--- config.mk ---
export PLATFORM = sky130hd
export DESIGN_NAME = imem_loader_flat
export DESIGN_NICKNAME = d
export VERILOG_FILES = /design/src/rtl/imem_loader_if.sv /design/src/rtl/imem_loader.sv /design/src/flat_wrapper.sv
export SDC_FILE = /design/constraint.sdc
export NUM_CORES = 1
export LEC_CHECK = 0
export CORE_MARGIN = 5
export CORE_UTILIZATION = 54
export CTS_CLUSTER_DIAMETER = 120
export DETAILED_ROUTE_END_ITERATION = 12
export PLACE_DENSITY = 0.78
export SLEW_MARGIN = 25
export SYNTH_ARGS = -nofsm -noshare
export SYNTH_HDL_FRONTEND = slang
export SYNTH_SLANG_ARGS = --single-unit
--- constraint.sdc ---
create_clock -name clk -period 2.6 [get_ports clk]
set_input_delay 0.52 -clock clk [delete_from_list [all_inputs] [get_ports clk]]
set_output_delay 0.52 -clock clk [all_outputs]
set_load 0.03 [all_outputs]
--- src/rtl/imem_loader_if.sv ---
// Byte-stream receive handshake plus instruction-memory write port of the boot loader.
// The slave side is the loader; the master side is the byte source / memory model.
interface imem_loader_if #(
  parameter int unsigned ADDR_W = 6
);
  logic [7:0]        rx_data;
  logic              rx_valid;
  logic              rx_ready;
  logic              wr_en;
  logic [ADDR_W-1:0] wr_addr;
  logic [31:0]       wr_data;

  modport master (
    output rx_data, rx_valid,
    input  rx_ready, wr_en, wr_addr, wr_data
  );

  modport slave (
    input  rx_data, rx_valid,
    output rx_ready, wr_en, wr_addr, wr_data
  );
endinterface

--- src/rtl/imem_loader.sv ---
// Boot-time instruction loader: framed byte stream -> big-endian words in imem,
// holding the core in reset until the image checksum verifies.
module imem_loader #(
  parameter int unsigned ADDR_W = 6,
  parameter int unsigned DEPTH  = 2**ADDR_W
) (
  input  logic            clk,
  input  logic            rst,
  imem_loader_if.slave    bus,
  output logic            core_rst,
  output logic            done,
  output logic            err
);

  localparam int unsigned BYTE_W = 8;
  localparam int unsigned WORD_W = 32;
  localparam int unsigned ASM_W  = WORD_W - BYTE_W;

  typedef enum logic [4:0] {
    S_HDR  = 5'b00001,
    S_LOAD = 5'b00010,
    S_CHK  = 5'b00100,
    S_RUN  = 5'b01000,
    S_ERR  = 5'b10000
  } state_t;

  state_t              state;
  state_t              state_nxt;

  logic [ASM_W-1:0]    asm_q;
  logic [1:0]          byte_cnt;
  logic [ADDR_W-1:0]   idx;
  logic [ADDR_W-1:0]   last_idx;
  logic [BYTE_W-1:0]   xor_q;
  logic                wr_en_q;
  logic [ADDR_W-1:0]   wr_addr_q;
  logic [WORD_W-1:0]   wr_data_q;

  logic                in_hdr;
  logic                in_load;
  logic                in_chk;
  logic                xfer;
  logic                hdr_too_big;
  logic [ADDR_W-1:0]   hdr_last;
  logic                word_done;
  logic                last_word;

  assign in_hdr  = (state == S_HDR);
  assign in_load = (state == S_LOAD);
  assign in_chk  = (state == S_CHK);

  assign bus.rx_ready = rst & (in_hdr | in_load | in_chk);
  assign xfer         = bus.rx_valid & bus.rx_ready;

  // Header byte 0 encodes a full image of DEPTH words
  assign hdr_too_big = 32'(bus.rx_data) > DEPTH;
  assign hdr_last    = (bus.rx_data == '0) ? ADDR_W'(DEPTH - 1)
                                           : ADDR_W'(32'(bus.rx_data) - 32'd1);

  assign word_done = in_load & xfer & (byte_cnt == 2'd3);
  assign last_word = word_done & (idx == last_idx);

  // Status decode straight from the one-hot state flops
  assign core_rst = (state != S_RUN);
  assign done     = (state == S_RUN);
  assign err      = (state == S_ERR);

  assign bus.wr_en   = wr_en_q;
  assign bus.wr_addr = wr_addr_q;
  assign bus.wr_data = wr_data_q;

  always_ff @(posedge clk or negedge rst) begin
    if (!rst) begin
      state <= S_HDR;
    end else begin
      state <= state_nxt;
    end
  end

  always_comb begin
    state_nxt = state;
    unique case (state)
      S_HDR: begin
        if (xfer) begin
          state_nxt = hdr_too_big ? S_ERR : S_LOAD;
        end
      end
      S_LOAD: begin
        if (last_word) begin
          state_nxt = S_CHK;
        end
      end
      S_CHK: begin
        if (xfer) begin
          state_nxt = (bus.rx_data == xor_q) ? S_RUN : S_ERR;
        end
      end
      S_RUN: state_nxt = S_RUN;
      S_ERR: state_nxt = S_ERR;
      default: state_nxt = S_ERR;
    endcase
  end

  // Word assembly, running XOR and the registered write port
  always_ff @(posedge clk or negedge rst) begin
    if (!rst) begin
      asm_q     <= '0;
      byte_cnt  <= '0;
      idx       <= '0;
      last_idx  <= '0;
      xor_q     <= '0;
      wr_en_q   <= 1'b0;
      wr_addr_q <= '0;
      wr_data_q <= '0;
    end else begin
      wr_en_q <= 1'b0;
      if (in_hdr && xfer) begin
        last_idx <= hdr_last;
        xor_q    <= bus.rx_data;
        idx      <= '0;
        byte_cnt <= '0;
      end
      if (in_load && xfer) begin
        xor_q    <= xor_q ^ bus.rx_data;
        byte_cnt <= byte_cnt + 2'd1;
        asm_q    <= {asm_q[ASM_W-BYTE_W-1:0], bus.rx_data};
      end
      if (word_done) begin
        wr_en_q   <= 1'b1;
        wr_addr_q <= idx;
        wr_data_q <= {asm_q, bus.rx_data};
        if (!last_word) begin
          idx <= idx + ADDR_W'(1);
        end
      end
    end
  end

endmodule

--- src/flat_wrapper.sv ---
// flat-port wrapper written by rule: the top's interface ports become plain ports
module imem_loader_flat 
#(
  parameter int unsigned ADDR_W = 6,
  parameter int unsigned DEPTH  = 2**ADDR_W
)
  (clk, rst, core_rst, done, err, bus_rx_data, bus_rx_valid, bus_rx_ready, bus_wr_en, bus_wr_addr, bus_wr_data);
  imem_loader_if #(.ADDR_W(ADDR_W)) bus_i ();
  input  logic clk;
  input  logic rst;
  output logic core_rst;
  output logic done;
  output logic err;
  input wire logic [$bits(bus_i.rx_data)-1:0] bus_rx_data;
  input wire logic [$bits(bus_i.rx_valid)-1:0] bus_rx_valid;
  output wire logic [$bits(bus_i.rx_ready)-1:0] bus_rx_ready;
  output wire logic [$bits(bus_i.wr_en)-1:0] bus_wr_en;
  output wire logic [$bits(bus_i.wr_addr)-1:0] bus_wr_addr;
  output wire logic [$bits(bus_i.wr_data)-1:0] bus_wr_data;
  assign bus_i.rx_data = bus_rx_data;
  assign bus_i.rx_valid = bus_rx_valid;
  assign bus_rx_ready = bus_i.rx_ready;
  assign bus_wr_en = bus_i.wr_en;
  assign bus_wr_addr = bus_i.wr_addr;
  assign bus_wr_data = bus_i.wr_data;
  imem_loader #(.ADDR_W(ADDR_W), .DEPTH(DEPTH)) u_core (.clk(clk), .rst(rst), .bus(bus_i), .core_rst(core_rst), .done(done), .err(err));
endmodule
Word level (Yosys, flattened, before mapping)
Cells that the tools add are included.
{ "word_totals": {"regBits": 90, "latchBits": 0, "mem_bits_rw": 0, "mem_bits_ro": 0, "in_bits": 11, "out_inout_bits": 43, "wordCells": 53, "memories": 0} }
{ "classes": {"addsub": 3, "mul": 0, "n_div": 0, "n_lt_le_gt_ge": 1, "eq_ne": 12, "shift": 0, "muxes": 15, "n_bitwise": 8, "n_reduce_logical": 5} }
{ "op_table": {"columns": ["op", "n"], "rows": [
  ["2-to-1 mux 5 bit", 5],
  ["2-to-1 mux 6 bit", 4],
  ["case mux 5 bit (4 select lines)", 1],
  ["2-to-1 mux 8 bit", 2],
  ["== test 8 bit", 1],
  ["greater-than comparator 8 x 7 -> 1 bit (second input constant)", 1],
  ["zero test 8 bit", 1],
  ["bitwise XOR 8 bit", 1],
  ["adder 6 x 1 -> 6 bit (second input constant)", 1],
  ["== test 6 bit", 1],
  ["inequality test 2 bit (second input constant)", 3],
  ["subtractor 6 x 1 -> 6 bit (second input constant)", 1],
  ["bitwise AND 1 bit", 5],
  ["== test 5 x 1 -> 1 bit (second input constant)", 1],
  ["== test 5 x 2 -> 1 bit (second input constant)", 1],
  ["== test 5 x 3 -> 1 bit (second input constant)", 1],
  ["== test 5 x 4 -> 1 bit (second input constant)", 1],
  ["== test 5 bit (second input constant)", 1],
  ["inequality test 5 x 4 -> 1 bit (second input constant)", 1],
  ["2-to-1 mux 2 bit", 2],
  ["AND reduction 3 bit", 1],
  ["adder 2 x 1 -> 2 bit (second input constant)", 1],
  ["== test 2 bit (second input constant)", 1],
  ["logical AND 1 bit", 2],
  ["other kinds (3)", 4]
]} }

Depth between registers and ports, before layout
{ "depth": {"depth_word": 10, "ltp_mapped": 9, "ltp_nobuf": 6} }

Least setup slack after synthesis
No wires, ideal clock.
{ "synth_path": {"path_kind": "flip-flop to output port", "from": "register u_core.state[0]", "to": "output err", "t_arrival_ns": 1.643, "t_required_ns": 2.080, "slack_ns": 0.437, "stages_incl_launch_ff": 4, "path_buffers": 1, "cell_sequence": "dfstp_2 > buf_4 > nor2_2 > nor4bb_1"} }
{ "synth_between": {"elab_chain_len": 1} }
{ "synth_lines": {"columns": ["element", "line_no", "text"], "rows": [
  ["from (decl)", "imem_loader.sv:27", "state_t state;"],
  ["from (signal assigned)", "imem_loader.sv:76", "state <= state_nxt;"],
  ["== test 5 bit", "imem_loader.sv:66", "assign err = (state == S_ERR);"],
  ["to (decl)", "flat_wrapper.sv:13", "output logic err;"]
]} }
No other way between the ends.

Worst setup path after layout
{ "layout_path": {"from": "input rst", "to": "output bus_rx_ready"} }
{ "layout_between": {"elab_chain_len": 1} }
{ "layout_lines": {"columns": ["element", "line_no", "text"], "rows": [
  ["from (decl)", "flat_wrapper.sv:10", "input logic rst;"],
  ["bitwise AND 1 bit", "imem_loader.sv:52", "assign bus.rx_ready = rst & (in_hdr | in_load | in_chk);"],
  ["to (decl)", "flat_wrapper.sv:16", "output wire logic [$bits(bus_i.rx_ready)-1:0] bus_rx_ready;"]
]} }
No other way between the ends.

==> results.sh <==
export IMPL_fillerInstances=602
export IMPL_synth_seq_cells=90
export IMPL_wl_per_cell_um=15.21
export IMPL_synth_edff_count=0
export IMPL_skew_ns=0.009787
export IMPL_min_from="u_core.asm_q[19]"
export IMPL_utilization_pct=66.04
export IMPL_ios=54
export IMPL_fp_row_count=32
export IMPL_yosysWarnings=0
export IMPL_internal_power_w=0.001894
export IMPL_cts_sinks=90
export IMPL_synth_top_family_by_area="multiplexers"
export IMPL_overflow=0
export IMPL_setup_tns_ns=0
export IMPL_async_flop_share_pct=100.0
export IMPL_initial_utilization_pct=55.61
export IMPL_root_buffer="clkbuf_8"
export IMPL_worst_setup_path_start_kind="input port"
export IMPL_setup_worst_path_start="rst"
export IMPL_period_share_pct=95.22
export IMPL_grt_pass1_vias=2841
export IMPL_pwr_share_comb_pct=3.6
export IMPL_critical_path_arrival_ns=1.96
export IMPL_end_kind="output pin"
export IMPL_postSynthAreaPerCell_um2=11.40
export IMPL_drt_total_wl_mm=8.153
export IMPL_synthMuxAreaShare_pct=16.92
export IMPL_cts_tree="done"
export IMPL_nets=444
export IMPL_die_x_um=99.44
export IMPL_grt_max_degree=81
export IMPL_critical_path_class="in -> out"
export IMPL_post_route_min_period_ns=2.476
export IMPL_grt_usage_pct=17.57
export IMPL_ir_worst_vdd_v=0.0003399
export IMPL_clkLatencyLatePin_ns=0.35
export IMPL_synthSimpleGateAreaFrac_pct=14.51
export IMPL_io_buffers=53
export IMPL_p_leak_nw=2.505
export IMPL_drc_errors=0
export IMPL_synthAdderAreaFrac_pct=1.159
export IMPL_drt_iter0_markers=129
export IMPL_worstHoldPathType="reg -> reg"
export IMPL_yosys_most_used_dff="dfrtp_1"
export IMPL_area_delta_synth_final_pct=18.77
export IMPL_setup_viol=0
export IMPL_die_area_mm2=0.009887
export IMPL_vias=2817
export IMPL_power_switching_w=0.0005870
export IMPL_ctsHtreeMaxLevel=3
export IMPL_drive_above_1_share_pct=18.20
export IMPL_firstDrtPassIters=4
export IMPL_p_per_area_mw_per_mm2=483.6
export IMPL_synth_compound_area_share_pct=6.141
export IMPL_syn_num_nets=394
export IMPL_cts_buffers_inserted=9
export IMPL_swShare_pct=23.66
export IMPL_clock_path_buffers=2
export IMPL_core_mm2=0.007767
export IMPL_syn_inst=379
export IMPL_antenna_found_initial=0
export IMPL_maxSlewHeadroom_pct=52.59
export IMPL_max_slew_worst_pin_slew_ns=0.7111
export IMPL_clock_power_share_pct=40.0
export IMPL_grt_pass1_wl_mm=13.99
export IMPL_dpl_hpwl_mm=5.856
export IMPL_routed_via_density=5.256
export IMPL_ys_types=48
export IMPL_ant_nets=0
export IMPL_regToRegStartpoint="u_core.state[0]"
export IMPL_rsz0062_at_grt="false"
export IMPL_syn_area_mm2=0.004319
export IMPL_critPathRequiredTime_ns=2.08
export IMPL_hold_viol_final=0
export IMPL_status="completed"
export IMPL_drv_slew=0
export IMPL_mostFrequentLayoutCells="nand2_1, dfrtp_1, clkdlybuf4s50_1"
export IMPL_cp_max_fo=13
export IMPL_p_seq_share_pct=56.4
export IMPL_fmax_ghz=0.4039
export IMPL_diodes=0
export IMPL_final_common_cell="nand2_1"
export IMPL_die_y_um=99.44
export IMPL_place_congestion=0.8172
export IMPL_path_clk_slew_ns=0.10
export IMPL_postCtsSetupBuffers=0
export IMPL_maxCapViolCount=0
export IMPL_synth_xor_area_share_pct=3.853
export IMPL_ys_seq_area_share_pct=52.17
-- through the flow --
step / hold slack, ns / cell area (um2) / setup slack [ns] / std cells / power [W]
floorplan: 0.2244 / 4319 / 0.4368 / 379 / 0.001460
global placement: 0.3700 / 4903 / 0.2817 / 519 / 0.001515
detailed placement: 0.3734 / 4903 / 0.2235 / 519 / 0.001517
CTS: 0.4918 / 5124 / 0.001308 / 536 / 0.002506
global route: 0.5224 / 5130 / 0.03561 / 536 / 0.002579
finish: 0.4876 / 5130 / 0.1244 / 536 / 0.002481
-- worst paths after layout --
check	depth (start not counted)	endpoint	slack, ns
max reg2reg	6	u_core.asm_q[1]	0.48
min	2	u_core.asm_q[19]	0.49
min in group asynchronous	2	u_core.bus.wr_data[4]	0.53
min reg2reg	2	u_core.asm_q[19]	0.49
max	5	bus_rx_ready	0.12
max in group asynchronous	3	u_core.asm_q[21]	1.14
-- worst max-delay path: stages --
cell,delay [ns]
dlygate4sd3_1,0.52
buf_4,0.21
nor3b_2,0.22
o211a_2,0.33
buf_12,0.15
-- power groups by stage --
stage	logic, W	registers, W	clock network (W)
3_5_place_dp	0.0000904	0.00143	0
5_1_grt	0.000102	0.00140	0.00108
4_1_cts	0.0000917	0.00140	0.00102
3_3_place_gp	0.0000887	0.00143	0
6_report	0.0000904	0.00140	0.000992
2_1_floorplan	0.0000331	0.00143	0
-- synthesized netlist by cell type (6+ instances only) --
| cell type | instances | area (um2) |
|---|---|---|
| nand2_1 | 91 | 341.6 |
| dfrtp_1 | 89 | 2227 |
| mux2_4 | 38 | 570.6 |
| mux2i_1 | 16 | 160.2 |
| nor2_1 | 13 | 48.80 |
| buf_2 | 12 | 60.06 |
| o21ai_0 | 12 | 60.06 |
| xor2_1 | 11 | 96.34 |
| clkbuf_1 | 9 | 33.78 |
| nand3_1 | 9 | 45.04 |
| xnor2_1 | 8 | 70.07 |
| inv_1 | 6 | 22.52 |
-- what timing repair did --
| item | in CTS | in global routing |
|---|---|---|
| hold buffers | 1 | 0 |
| resized for setup | 0 | 1 |
| setup endpoints to repair | 0 | 1 |
| hold endpoints to repair | 10 | 0 |
-- cell families (layout without fill, tap and decap cells) --
| family | count (synthesis) | after routing |
|---|---|---|
| compound gates | 39 | 39 |
| xor+xnor | 19 | 19 |
| fa+ha+maj | 4 | 4 |
| buf+inv | 34 | 89 |
| flops | 90 | 90 |
| mux | 54 | 54 |
| simple gates | 139 | 139 |
-- area by class of cell --
class | instances | area, um2 | share of cell area (%)
sequential | 90 | 2253 | 43.93
multi-input combinational | 255 | 1839 | 35.85
timing repair buffer | 67 | 676.9 | 13.20
tap | 102 | 127.6 | 2.488
clock buffer | 9 | 123.9 | 2.415
clock inverter | 7 | 86.33 | 1.683
inverter | 6 | 22.52 | 0.4390
-- registers in the layout, indices dropped and copies added (netlist names) --
register,count
u_core.asm_q,24
u_core.byte_cnt,2
u_core.idx,6
u_core.bus.wr_addr,6
u_core.bus.wr_en,1
u_core.xor_q,8
u_core.last_idx,6
u_core.state,5
u_core.bus.wr_data,32
-- routing by layer --
layer	GRT usage, %	wire [um]
met4	4.097	85
met3	4.067	404
met1	24.24	3791
met5	0	0
met2	28.41	3871
(Power assumes the default switching activity.)
==> RTL edit 1 (config.mk and constraints unchanged) <==
`ADDR_W` is set to 6 in 3 places; all go to 5.
--- a/src/rtl/imem_loader_if.sv
+++ b/src/rtl/imem_loader_if.sv
@@ -1,7 +1,7 @@
 // Byte-stream receive handshake plus instruction-memory write port of the boot loader.
 // The slave side is the loader; the master side is the byte source / memory model.
 interface imem_loader_if #(
-  parameter int unsigned ADDR_W = 6
+  parameter int unsigned ADDR_W = 5
 );
   logic [7:0]        rx_data;
   logic              rx_valid;
--- a/src/rtl/imem_loader.sv
+++ b/src/rtl/imem_loader.sv
@@ -1,7 +1,7 @@
 // Boot-time instruction loader: framed byte stream -> big-endian words in imem,
 // holding the core in reset until the image checksum verifies.
 module imem_loader #(
-  parameter int unsigned ADDR_W = 6,
+  parameter int unsigned ADDR_W = 5,
   parameter int unsigned DEPTH  = 2**ADDR_W
 ) (
   input  logic            clk,
--- a/src/flat_wrapper.sv
+++ b/src/flat_wrapper.sv
@@ -1,7 +1,7 @@
 // flat-port wrapper written by rule: the top's interface ports become plain ports
 module imem_loader_flat 
 #(
-  parameter int unsigned ADDR_W = 6,
+  parameter int unsigned ADDR_W = 5,
   parameter int unsigned DEPTH  = 2**ADDR_W
 )
   (clk, rst, core_rst, done, err, bus_rx_data, bus_rx_valid, bus_rx_ready, bus_wr_en, bus_wr_addr, bus_wr_data);
Interface: changed (resized bus_wr_addr); port bits go from 54 to 53. The function was not compared with the original's and may differ.
==> RTL edit 1 against the original RTL <==
Hold slack worse by 0.35 ns. Worst setup slack worse by 0.022 ns. Sequential cell count is 3 lower. Largest power group unchanged. Total power is 4.9% lower. Cell area is 9.0% lower. Register-to-register slack worse by 0.11 ns. Clock skew is 0.0029 ns higher. Highest routed layer unchanged. Routed wire length is 5.7% lower. Utilization is 1.9 points higher. Area after synthesis is 11% lower.
==> RTL edit 1: results (changes against the original RTL) <==
[placed_design]
post_dp_cell_area_um2 = 4490  ; -8.4%
place.gp.congestion = 0.894  ; +9.4%
place.port_buffers = 52  ; -1.9%
dp.final_hpwl_mm = 5.55  ; -5.2%
dp_cells = 494  ; -4.8%
dpl_worst_slack_ns = 0.197  ; -0.0263 ns

[synthesis]
synthesis.nets = 369  ; -6.3%
synthTopCellsByArea = dfrtp_1, mux2_2, nand2_1, xor2_1, nor2_1
ys_types = 38  ; -21%
ys_seq_area_share_pct = 56.7  ; +4.6 points
synth.cells.most_frequent = dfrtp_1, nand2_1, mux2_2, nor2_1, a21oi_1
synthCells = 354  ; -6.6%

[pwr]
p_int_mw = 1.77  ; -6.3%
seq_power_share_pct = 58.6  ; +2.2 points
p_leak_nw = 2.31  ; -7.9%
comb-power_uw = 113  ; +25%
peakVddDrop_uv = 254  ; -25%
p_clk_share_pct = 36.6  ; -3.4 points

[critical_path]
crit_slowest_cell = or3_1
startpoint = u_core.state[0]$_DFFE_PN1P_
critical_path_arrival_ns = 1.98  ; +0.02 ns
crit_path_end = done
r2r_cells = 4  ; -2
r2r-end = u_core.idx[3]$_DFF_PN0_
r2r_slack_ns = 0.37  ; -0.11 ns
crit_fanout = 8  ; -5
slowest_delay_ns = 0.43  ; -0.09 ns

[detailed_routing]
met2_length_mm = 3.65  ; -5.7%
dr_wl_met3_um = 387  ; -4.2%
highest_layer = met4
avgRoutedWirePerCell_um = 15.1  ; -0.90%
wl_met1_mm = 3.55  ; -6.3%
drt_iter0_markers = 160  ; +24%
viasPerCell = 5.27  ; +0.32%

[clocking]
path_clk_slew_ns = 0.08  ; -0.02 ns
ctsResizeCount = 2  ; +2
clk_latency_ns = 0.36
cts_setup_buffers = 0  ; unchanged

[finish]
fill_cells = 546  ; -9.3%
layout-drive-gt1-share_pct = 19.1  ; +0.88 points
layout.nets = 424  ; -4.5%
largest_register_ff_count = 32  ; unchanged
final_cells = 510  ; -4.9%

[global_route]
grtUsageTotal_pct = 18.6  ; +1.1 points
grt_use_met2_pct = 29.4  ; +1.0 points
grt_pass1_wl_mm = 12.8  ; -8.4%
met3_usage_pct = 5.29  ; +1.2 points
grt_max_degree = 41  ; -49%
first_global_vias = 2627  ; -7.5%
use_met1_pct = 24.9  ; +0.71 points

[outcome]
status = completed

[hold_path]
hp-class = in -> async

[sta]
fin_worst_skew_ns = 0.0127  ; +0.00289 ns
hold_ws_ns = 0.140  ; -0.348 ns
worst_slew_pin_slew_ns = 0.495  ; -0.216 ns
period_share_pct = 96.0  ; +0.83 points

[floorplanning]
fp.dieW_um = 94.3  ; -5.2%

RTL edit 1: cell types whose count changed after synthesis, sizes merged, moves of 5 or more:
cell and delta:
buf -6, nor2 +10, a311oi +8, nand2 -12, mux2i -16, o21ai -5, a21oi +13
RTL edit 1: kinds of logic after synthesis:
logic type      share of synthesized area [%]
compound gates                           7.63
fa+ha+maj                                1.30
xor+xnor                                 4.11
mux                                      10.9
flops                                    56.7
buf+inv                                  3.68
simple gates                             15.7
RTL edit 1: worst max-delay path: cells and delay by family, from the launching register on:
family	cells	cell delay [ns]
and+or+nand+nor	2	0.78
buffers and inverters	2	0.43
DFF	1	0.41
RTL edit 1: final cells by class:
cell class | count | area (um^2) | area share, %
clock buffers | 10 | 128 | 2.74
multi-input cells | 239 | 1530 | 32.7
flip-flops and latches | 87 | 2180 | 46.7
inverters | 4 | 15.0 | 0.322
clock inverters | 6 | 51.3 | 1.10
repair buffers | 68 | 646 | 13.8
well taps | 96 | 120 | 2.57
==> RTL edit 2 (config.mk and constraints unchanged) <==
Without the edit above. Encoding of `state_t`: now binary (3 bits for 5 states). Comments in the files are not updated.
--- a/src/rtl/imem_loader.sv
+++ b/src/rtl/imem_loader.sv
@@ -16,12 +16,12 @@
   localparam int unsigned WORD_W = 32;
   localparam int unsigned ASM_W  = WORD_W - BYTE_W;
 
-  typedef enum logic [4:0] {
-    S_HDR  = 5'b00001,
-    S_LOAD = 5'b00010,
-    S_CHK  = 5'b00100,
-    S_RUN  = 5'b01000,
-    S_ERR  = 5'b10000
+  typedef enum logic [2:0] {
+    S_HDR  = 3'd0,
+    S_LOAD = 3'd1,
+    S_CHK  = 3'd2,
+    S_RUN  = 3'd3,
+    S_ERR  = 3'd4
   } state_t;
 
   state_t              state;
Check against the original RTL: no difference found for any inputs over 10 cycles, from zero or initial values and one cycle with rst low; not proved beyond that.
==> RTL edit 2 against the original RTL <==
Worst setup slack improved by 0.023 ns. Sequential cell count fell by 2. Total power grew 3.1%. Routed wire length fell by 4.9%. Global-route usage increased by 1.0 points. Area after synthesis fell by 9.6%. Cell area fell by 5.9%. Critical path type unchanged.
==> RTL edit 2: results (changes against the original RTL) <==
[placed_design]
place.gp.congestion = 0.825  ; +0.91%
dp.final_hpwl_mm = 5.28  ; -9.8%

[finish]
largest_register_ff_count = 32  ; unchanged
final_cells = 471  ; -12%
layout-drive-gt1-share_pct = 27.7  ; +9.5 points
layout.nets = 382  ; -14%
fill_cells = 556  ; -7.6%

[clocking]
cts_max_level = 3  ; unchanged
path_clk_slew_ns = 0.08  ; -0.02 ns
cts_buffers = 9  ; unchanged

[global_route]
grt_max_degree = 49  ; -40%
met3_usage_pct = 4.26  ; +0.19 points
use_met1_pct = 23.9  ; -0.30 points
grt_use_met2_pct = 31.1  ; +2.7 points
first_global_vias = 2635  ; -7.3%
grt_pass1_wl_mm = 12.9  ; -7.6%

[synthesis]
synthCells = 307  ; -19%
synth_fa_ha_area_share_pct = 1.28  ; +0.12 points
synthesis.nets = 322  ; -18%
synth.cells.most_frequent = dfrtp_1, mux2_2, a21oi_1, nand2_1, xnor2_1
ys_seq_area_share_pct = 56.4  ; +4.2 points
ys_types = 42  ; -13%
synthXorXnorAreaFrac_pct = 3.59  ; -0.27 points
synth_compound_area_share_pct = 7.08  ; +0.94 points
synthMuxAreaShare_pct = 20.2  ; +3.3 points

[pwr]
peakVddDrop_uv = 372  ; +9.5%
p_leak_nw = 2.21  ; -12%

[critical_path]
reg2reg_from = u_core.idx[2]$_DFF_PN0_
r2r_slack_ns = 0.72  ; +0.24 ns
r2r_cells = 5  ; -1

[detailed_routing]
routed_wirelength_mm = 7.76  ; -4.9%
dr.pass1.iters = 4  ; unchanged
vias = 2569  ; -8.8%
drt_iter0_markers = 174  ; +35%

[hold_path]
min_from = u_core.byte_cnt[0]$_DFFE_PN0P_
hold_depth = 1  ; -1

[outcome]
status = completed

[sta]
fin_worst_skew_ns = 0.00466  ; -0.00513 ns

[RTL edit 2: cell count changes in the layout (fill, tap and decap cells not counted), sizes merged, moves of 4 or more]
cell	before	now
o21ai	13	4
xnor2	8	16
nand2	91	19
xor2	11	0
a21oi	4	23
a211o	4	0
mux2	38	63
nand3	11	5
mux2i	16	8
and3	4	0
[RTL edit 2: through the flow]
step | hold WS, ns | cell area, um^2 | power [mW] | util, % | setup slack [ns]
after floorplan | 0.224 | 3910 | 1.47 | - | 0.759
after global placement | 0.350 | 4600 | 1.54 | 64.4 | 0.302
after detailed placement | 0.354 | 4600 | 1.54 | 64.4 | 0.203
after CTS | 0.482 | 4830 | 2.58 | 67.6 | 0.0596
after global routing | 0.502 | 4830 | 2.65 | 67.7 | 0.0310
final | 0.485 | 4830 | 2.56 | 67.7 | 0.147
[RTL edit 2: critical path, cell delays in order]
cell and delay [ns]:
dlygate4sd3_1 0.57, buf_4 0.20, inv_2 0.07, a211oi_1 0.40
buf_12 0.18
[RTL edit 2: where the power goes]
part           leakage, nW  switching [mW]  internal, mW
sequential            1.21         0.00640          1.38
combinational        0.889          0.0802        0.0533
clock                0.108           0.494         0.548
total                 2.21           0.581          1.98
[RTL edit 2: layer usage]
| layer | wire (um) | up-vias | part of all wire (%) |
|---|---|---|---|
| met5 | 0 | - | 0 |
| met4 | 145 | 0 | 1.9 |
| met3 | 310 | 15 | 4.0 |
| met2 | 3950 | 56 | 51 |
| met1 | 3350 | 1299 | 43 |
| li1 | - | 1199 | - |
[RTL edit 2: cell type report]
type | instances | area share, %
sequential | 88 | 45.6
multi-input combinational | 191 | 32.4
timing repair buffer | 69 | 14.2
clock buffer | 10 | 2.64
tap | 99 | 2.57
clock inverter | 6 | 1.92
inverter | 8 | 0.622
